### src/rtl/otter_lsu_align.sv
// otter_lsu_align: load/store alignment unit for OTTER memory data port 2.
// Define LSU_MISALIGN_TRAP_EN to flag misaligned requests instead of splitting them.
module otter_lsu_align #(
  parameter logic [31:0] IO_BASE = 32'h11000000
) (
  input  logic        CLK,
  input  logic        RST,
  input  logic        LSU_REQ,
  input  logic        LSU_WE,
  input  logic [31:0] LSU_ADDR,
  input  logic [1:0]  LSU_SIZE,
  input  logic        LSU_SIGN,
  input  logic [31:0] LSU_WDATA,
  output logic        LSU_BUSY,
  output logic        LSU_DONE,
  output logic [31:0] LSU_RDATA,
  output logic        LSU_MISALIGN,
  output logic [31:0] MEM_ADDR2,
  output logic [31:0] MEM_DIN2,
  output logic        MEM_WRITE2,
  output logic        MEM_READ2,
  output logic [1:0]  MEM_SIZE,
  output logic        MEM_SIGN,
  input  logic [31:0] MEM_DOUT2
);

`ifdef LSU_MISALIGN_TRAP_EN
  localparam logic TRAP_EN = 1'b1;
`else
  localparam logic TRAP_EN = 1'b0;
`endif

  typedef enum logic [1:0] {ST_IDLE, ST_ISSUE, ST_WAIT, ST_FIN} state_t;

  state_t      state, state_nxt;
  logic [31:0] addr_q, wdata_q, asm_q, rdata_q;
  logic [1:0]  size_q, k_q, last_k_q;
  logic        we_q, sign_q, split_q, mis_q;

  logic        req_mis, k_last, trap_act;
  logic [4:0]  bsel;
  logic [31:0] asm_nxt, load_res;

  function automatic logic [31:0] ext_half(input logic [15:0] h, input logic zext);
    logic signed [15:0] hs;
    logic signed [31:0] ext;
    hs  = $signed(h);
    ext = hs;
    return zext ? {16'h0000, h} : ext;
  endfunction

  // MMIO space is never split, whatever the alignment
  always_comb begin
    req_mis = 1'b0;
    if (LSU_SIZE == 2'd1)      req_mis = LSU_ADDR[0];
    else if (LSU_SIZE == 2'd2) req_mis = (LSU_ADDR[1:0] != 2'b00);
    if (LSU_ADDR >= IO_BASE)   req_mis = 1'b0;
  end

  assign trap_act = TRAP_EN & mis_q;
  assign k_last   = (k_q == last_k_q);
  assign bsel     = {k_q, 3'b000};

  always_comb begin
    asm_nxt             = asm_q;
    asm_nxt[bsel +: 8]  = MEM_DOUT2[7:0];
    load_res            = MEM_DOUT2;
    if (split_q)
      load_res = (size_q == 2'd1) ? ext_half(asm_nxt[15:0], sign_q) : asm_nxt;
  end

  always_ff @(posedge CLK) begin
    if (RST) state <= ST_IDLE;
    else     state <= state_nxt;
  end

  always_comb begin
    state_nxt = state;
    case (state)
      ST_IDLE:  if (LSU_REQ) state_nxt = ST_ISSUE;
      ST_ISSUE: begin
        if (trap_act)    state_nxt = ST_FIN;
        else if (!we_q)  state_nxt = ST_WAIT;
        else if (k_last) state_nxt = ST_FIN;
      end
      ST_WAIT:  state_nxt = k_last ? ST_FIN : ST_ISSUE;
      default:  state_nxt = ST_IDLE;
    endcase
  end

  // request latch, byte counter and load assembly
  always_ff @(posedge CLK) begin
    if (RST) begin
      addr_q   <= '0;
      wdata_q  <= '0;
      asm_q    <= '0;
      rdata_q  <= '0;
      size_q   <= '0;
      k_q      <= '0;
      last_k_q <= '0;
      we_q     <= 1'b0;
      sign_q   <= 1'b0;
      split_q  <= 1'b0;
      mis_q    <= 1'b0;
    end else begin
      case (state)
        ST_IDLE: if (LSU_REQ) begin
          we_q     <= LSU_WE;
          addr_q   <= LSU_ADDR;
          size_q   <= LSU_SIZE;
          sign_q   <= LSU_SIGN;
          wdata_q  <= LSU_WDATA;
          mis_q    <= req_mis;
          split_q  <= req_mis & ~TRAP_EN;
          last_k_q <= (req_mis & ~TRAP_EN) ? ((LSU_SIZE == 2'd1) ? 2'd1 : 2'd3) : 2'd0;
          k_q      <= 2'd0;
          asm_q    <= '0;
        end
        ST_ISSUE: if (we_q && !trap_act && !k_last) k_q <= k_q + 2'd1;
        ST_WAIT: begin
          asm_q <= asm_nxt;
          if (k_last) rdata_q <= load_res;
          else        k_q     <= k_q + 2'd1;
        end
        default: ;
      endcase
    end
  end

  // memory port decode; address is held through WAIT for the sliced read data
  always_comb begin
    MEM_ADDR2  = '0;
    MEM_DIN2   = '0;
    MEM_WRITE2 = 1'b0;
    MEM_READ2  = 1'b0;
    MEM_SIZE   = 2'd0;
    MEM_SIGN   = 1'b0;
    if ((state == ST_ISSUE || state == ST_WAIT) && !trap_act) begin
      MEM_ADDR2 = addr_q + {30'd0, k_q};
      if (split_q) begin
        MEM_SIZE = 2'd0;
        MEM_SIGN = 1'b1;
        MEM_DIN2 = {24'd0, wdata_q[bsel +: 8]};
      end else begin
        MEM_SIZE = size_q;
        MEM_SIGN = sign_q;
        MEM_DIN2 = wdata_q;
      end
      if (state == ST_ISSUE) begin
        MEM_WRITE2 = we_q;
        MEM_READ2  = ~we_q;
      end
    end
  end

  assign LSU_BUSY  = (state != ST_IDLE);
  assign LSU_DONE  = (state == ST_FIN);
  assign LSU_RDATA = rdata_q;

`ifdef LSU_MISALIGN_TRAP_EN
  assign LSU_MISALIGN = (state == ST_FIN) & mis_q;
`else
  assign LSU_MISALIGN = 1'b0;
`endif

endmodule
### config.mk
export PLATFORM = sky130hd
export DESIGN_NAME = otter_lsu_align
export DESIGN_NICKNAME = d
export VERILOG_FILES = /design/src/rtl/otter_lsu_align.sv
export SDC_FILE = /design/constraint.sdc
export NUM_CORES = 1
export LEC_CHECK = 0
export CAP_MARGIN = 0
export CORE_ASPECT_RATIO = 1.5
export CORE_UTILIZATION = 43
export DETAILED_ROUTE_END_ITERATION = 6
export GPL_TIMING_DRIVEN = 0
export HOLD_SLACK_MARGIN = 0.06
export PLACE_DENSITY = 0.77
export SLEW_MARGIN = 20
export SYNTH_ARGS = -nofsm -noshare
export SYNTH_HDL_FRONTEND = slang
export SYNTH_SLANG_ARGS = --single-unit
### constraint.sdc
create_clock -name CLK -period 2.74 [get_ports CLK]
set_input_delay 0.274 -clock CLK [delete_from_list [all_inputs] [get_ports CLK]]
set_output_delay 0.274 -clock CLK [all_outputs]
set_load 0.005 [all_outputs]
After elaboration in Yosys (flattened, before gate mapping)
Cells that the tools add are included.
Word-level totals
  input port bits: 103
  latch bits: 0
  memories: 0
  logic and storage cells: 74
  bits in registers: 139
  output and inout bits: 104
  bits in read-only memories: 0
  bits in writable memories: 0
Cells by class
  order comparisons: 1
  multiply operators: 0
  reductions and logical operators: 13
  eq/ne operators: 11
  div/mod/pow operators: 0
  shift operators: 3
  bitwise logic cells: 1
  mux-type cells: 31
  $add $sub $neg: 3
Operators with widths (number)
  $mux W32: 7
  $pmux W32 S2: 1
  $add A32 B2 Y32: 1
  $bwmux W32: 1
  $ge A32 B29 Y1 const B: 1
  $shift A8 B7 Y32 const A: 1
  $shiftx A32 B6 Y8: 1
  $shiftx A8 B7 Y32: 1
  $mux W2: 11
  $pmux W2 S3: 2
  $mux W1: 9
  $reduce_and A2 Y1: 4
  $neg A5 Y7: 1
  $eq A2 B1 Y1 const B: 3
  $eq A2 B2 Y1 const B: 3
  $ne A2 B2 Y1 const B: 3
  $reduce_bool A2 Y1: 3
  $reduce_and A4 Y1: 1
  $ne A3 B3 Y1 const B: 1
  $reduce_bool A3 Y1: 1
  $add A2 B1 Y2 const B: 1
  $eq A2 B2 Y1: 1
  $logic_not A2 Y1: 1
  $logic_and A1 B1 Y1: 1
  other kinds (3): 3

Longest topological paths before layout
  depth in word-level cells: 6
  depth in mapped cells: 10
  mapped depth without buffers: 7

Worst setup path after synthesis
OpenSTA, ideal clock, no wires.
  path type: register -> output
  from: reg k_q[1]
  to: out MEM_ADDR2[28]
  cell stages (with the launch flop): 9
  path slack: -124 ps
  data arrival time: 2590 ps
  buffers on the path: 2
  data required time: 2466 ps
  path through: dfxtp_1 buf_1 inv_1 fa_1 and3b_1 clkbuf_1 nand3_1 or4_1 a21oi_1
On the way
  longest elaborated chain between the ends: 2
Ends and longest elaborated chain
  start, declared: RTL line 37  | logic [1:0] size_q, k_q, last_k_q;
  start signal, assigned: RTL line 119  | ST_ISSUE: if (we_q && !trap_act && !k_last) k_q <= k_q + 2'd1;
  start signal, assigned: RTL line 123  | else k_q <= k_q + 2'd1;
  $add A32 B2 Y32: RTL line 139  | MEM_ADDR2 = addr_q + {30'd0, k_q};
  $mux W32: RTL line 138  | if ((state == ST_ISSUE || state == ST_WAIT) && !trap_act) begin
  end, declared: RTL line 18  | output logic [31:0] MEM_ADDR2,
No other way between the ends.

Final worst setup path
  from: reg k_q[0]
  to: out MEM_ADDR2[26]
The elaborated chain is that of the path after synthesis.

==> qor.yml <==
hold_path.class: "primary input to flop"
dpl.hpwl_um: 18100
synthFlopType: "dfxtp_1"
cts.path.max_buffers: 2
numClockSinks: 138
clock-root-buffer: "clkbuf_16"
fillers: 1308
worstPathRequired_ns: 2.47
intPower_mw: 5.14
crit_type: "flop to output port"
drc: 0
netlist_instances: 902
dr_total_vias: 7956
path_clk_slew_ns: 0.06
synth_edf_count: 0
seqPwrFrac_pct: 31.5
antenna_found_initial: 0
violations: "setup timing"
htreeDepth: 4
switchingPower_mw: 3.30
yosysUniqueCellTypes: 58
grt_max_degree: 17
grt_pass1_vias: 7526
core.rowCount: 56
crit_fanout: 5
r2r_cells: 9
whs_path_depth: 3
instances_no_fill: 1369
syn_nets: 1017
dr.pass1.iters: 5
slowest_delay_ns: 0.51
tightest_slew_ns: 0.833
syn_area_um2: 7010
grt_overflow: 0
place_inst: 1309
totalPowerFinal_mw: 8.44
cts-buffers-inserted: 17
die-area_um2: 16800
diodes: 0
fin_skew_ns: 0.00861
via_per_inst: 5.81
fin_ws_ns: -0.213
max_cap_violations: 0
final_common_cell: "clkdlybuf4s50_1"
post-route-period-util_pct: 108
ir_worst_vdd_mv: 0.555
core_area_um2: 15800
end_kind: "output port"
final_nets: 1269
ctsHoldBuffers: 0
areaGrowthSynthToFinish_pct: 49.3
startpoint_type: "flop"
power.leakage_nw: 3.92
rsz0062_at_grt: "yes"
grt_usage_pct: 29.3
swShare_pct: 39.1
min_period_ns: 2.95
cellPowerDensity_nw_per_um2: 806
max_slew_margin_pct: 42.9
initial_core_util_pct: 44.5
grt_pass1_wl_um: 38600
async_flop_share_pct: 0
wl_um: 25800
drv_slew: 0
drt-wirelength-per-cell_um: 18.8
drtIter0Drc: 488
finalHoldViolations: 0
drive_gt1_share_pct: 17.2
max_freq_mhz: 339
ys_warn_count: 0
gp_congestion: 0.898
comb_power_share_pct: 42.6
tritoncts: "built"
num_io_pins: 207
final_antenna_net_count: 0
setup-tns-final_ns: -1.76
die_h_um: 158
clkLatencyLatePin_ns: 0.42
finalSetupViolCount: 18
crit_chain: "ha_4, inv_2, fa_2, and3b_2, buf_6, nand2_4, or4_4, a21oi_2, buf_2"
ys_seq_area_share_pct: 39.4
crit_arrival_ns: 2.68
synth_seq_cells: 138
avgSynthCellArea_um2: 7.77
post-route-util_pct: 66.4
hold_ws_ns: 0.395
slowest_stage: "or4_4"
dpl_cell_area_um2: 9310
clockPowerShare_pct: 25.9
portBuffers: 204
final_cell_mix: "clkdlybuf4s50_1 (182), nand2_1 (180), dfxtp_1 (118)"
finalInstanceArea_um2: 10500
dp_worst_setup_slack_ns: -1.07
status: "finished with violations"
die_w_um: 106
state kept, by name, indices dropped and copies added, names as in the netlist, 2 cells and up:
signal	count
LSU_RDATA	32
addr_q	32
asm_q	32
k_q	2
last_k_q	2
size_q	2
state	2
wdata_q	32
logic make-up after synthesis:
logic type	after synthesis	share of synthesized area (%)
AND/OR/NAND/NOR	354	23.9
buffers and inverters	93	5.19
other	1	0.0535
XOR/XNOR	13	1.62
multiplexers	18	2.71
flip-flops	138	39.4
AO/OA/AOI/OAI	273	24.9
adder cells (fa/ha/maj)	12	2.25
critical path, delay by kind of cell, from the launching register on:
family          cells  cell delay [ns]
fa+ha+maj           2             0.50
buf+inv             3             0.29
flops               1             0.37
compound gates      1             0.17
simple gates        3             0.92
power groups by stage:
stage          Clock (mW)  Combinational (mW)  Sequential, mW
2_1_floorplan           0                1.91            2.58
3_3_place_gp            0                3.29            2.65
3_5_place_dp            0                3.32            2.66
4_1_cts              2.18                3.47            2.64
5_1_grt              2.27                3.92            2.70
6_report             2.18                3.60            2.66
Yosys cell counts (3+ instances only):
library cell	n	area, um2
nand3b_1	3	22.5
a22o_1	16	140
o2111ai_1	3	26.3
nor2_1	52	195
mux2_2	8	90.1
o31ai_1	10	75.1
ha_1	11	138
nand2_1	182	683
mux2i_1	10	100
nand3_1	13	65.1
or3_1	5	31.3
or4_1	10	75.1
nor4_1	5	31.3
xnor2_1	6	52.6
xor2_1	7	61.3
and3_1	32	200
o211ai_1	16	120
nand4_1	9	56.3
a22oi_1	48	360
clkinv_1	3	11.3
dfxtp_1	138	2760
and2_1	3	18.8
or2_2	15	93.8
clkbuf_1	63	236
buf_2	3	15.0
and4_1	3	26.3
o22ai_1	8	50.1
o21ai_0	33	165
nand2b_1	7	43.8
a221oi_1	16	140
inv_1	18	67.6
buf_1	4	15.0
a21oi_1	111	556
final cells by class:
class                      count  area [um2]  share of cell area (%)
multi-input combinational    671        4220                    40.3
clock inverter                11        97.6                   0.932
buffer                        64         289                    2.76
inverter                      21        86.3                   0.824
tap                          203         254                    2.43
timing repair buffer         241        2260                    21.6
sequential                   138        2810                    26.9
clock buffer                  20         457                    4.36
final timing paths:
check                          startpoint                       end  slack (ns)
setup / recovery      k_q[0]$_SDFFE_PP0P_             MEM_ADDR2[26]       -0.21
hold / removal               LSU_ADDR[19]   addr_q[19]$_SDFFE_PP0P_        0.39
setup reg to reg    state[0]$_SDFFE_PP0P_  wdata_q[26]$_SDFFE_PP0P_        0.18
hold reg to reg   wdata_q[0]$_SDFFE_PP0P_   wdata_q[0]$_SDFFE_PP0P_        0.45
layer usage:
layer	track usage, %	share of wire, %	up-vias
li1	-	-	3731
met1	32.0	37	3729
met2	54.1	53	417
met3	4.71	6.6	79
met4	14.7	4.2	0
met5	0	0	-
timing repair:
action	CTS	global route
gates resized for setup	145	56
pin swaps	23	19
buffers inserted	22	15
endpoints found under the setup margin	131	73
cloned	0	0
Note: power is estimated with default switching activity, not from simulation.
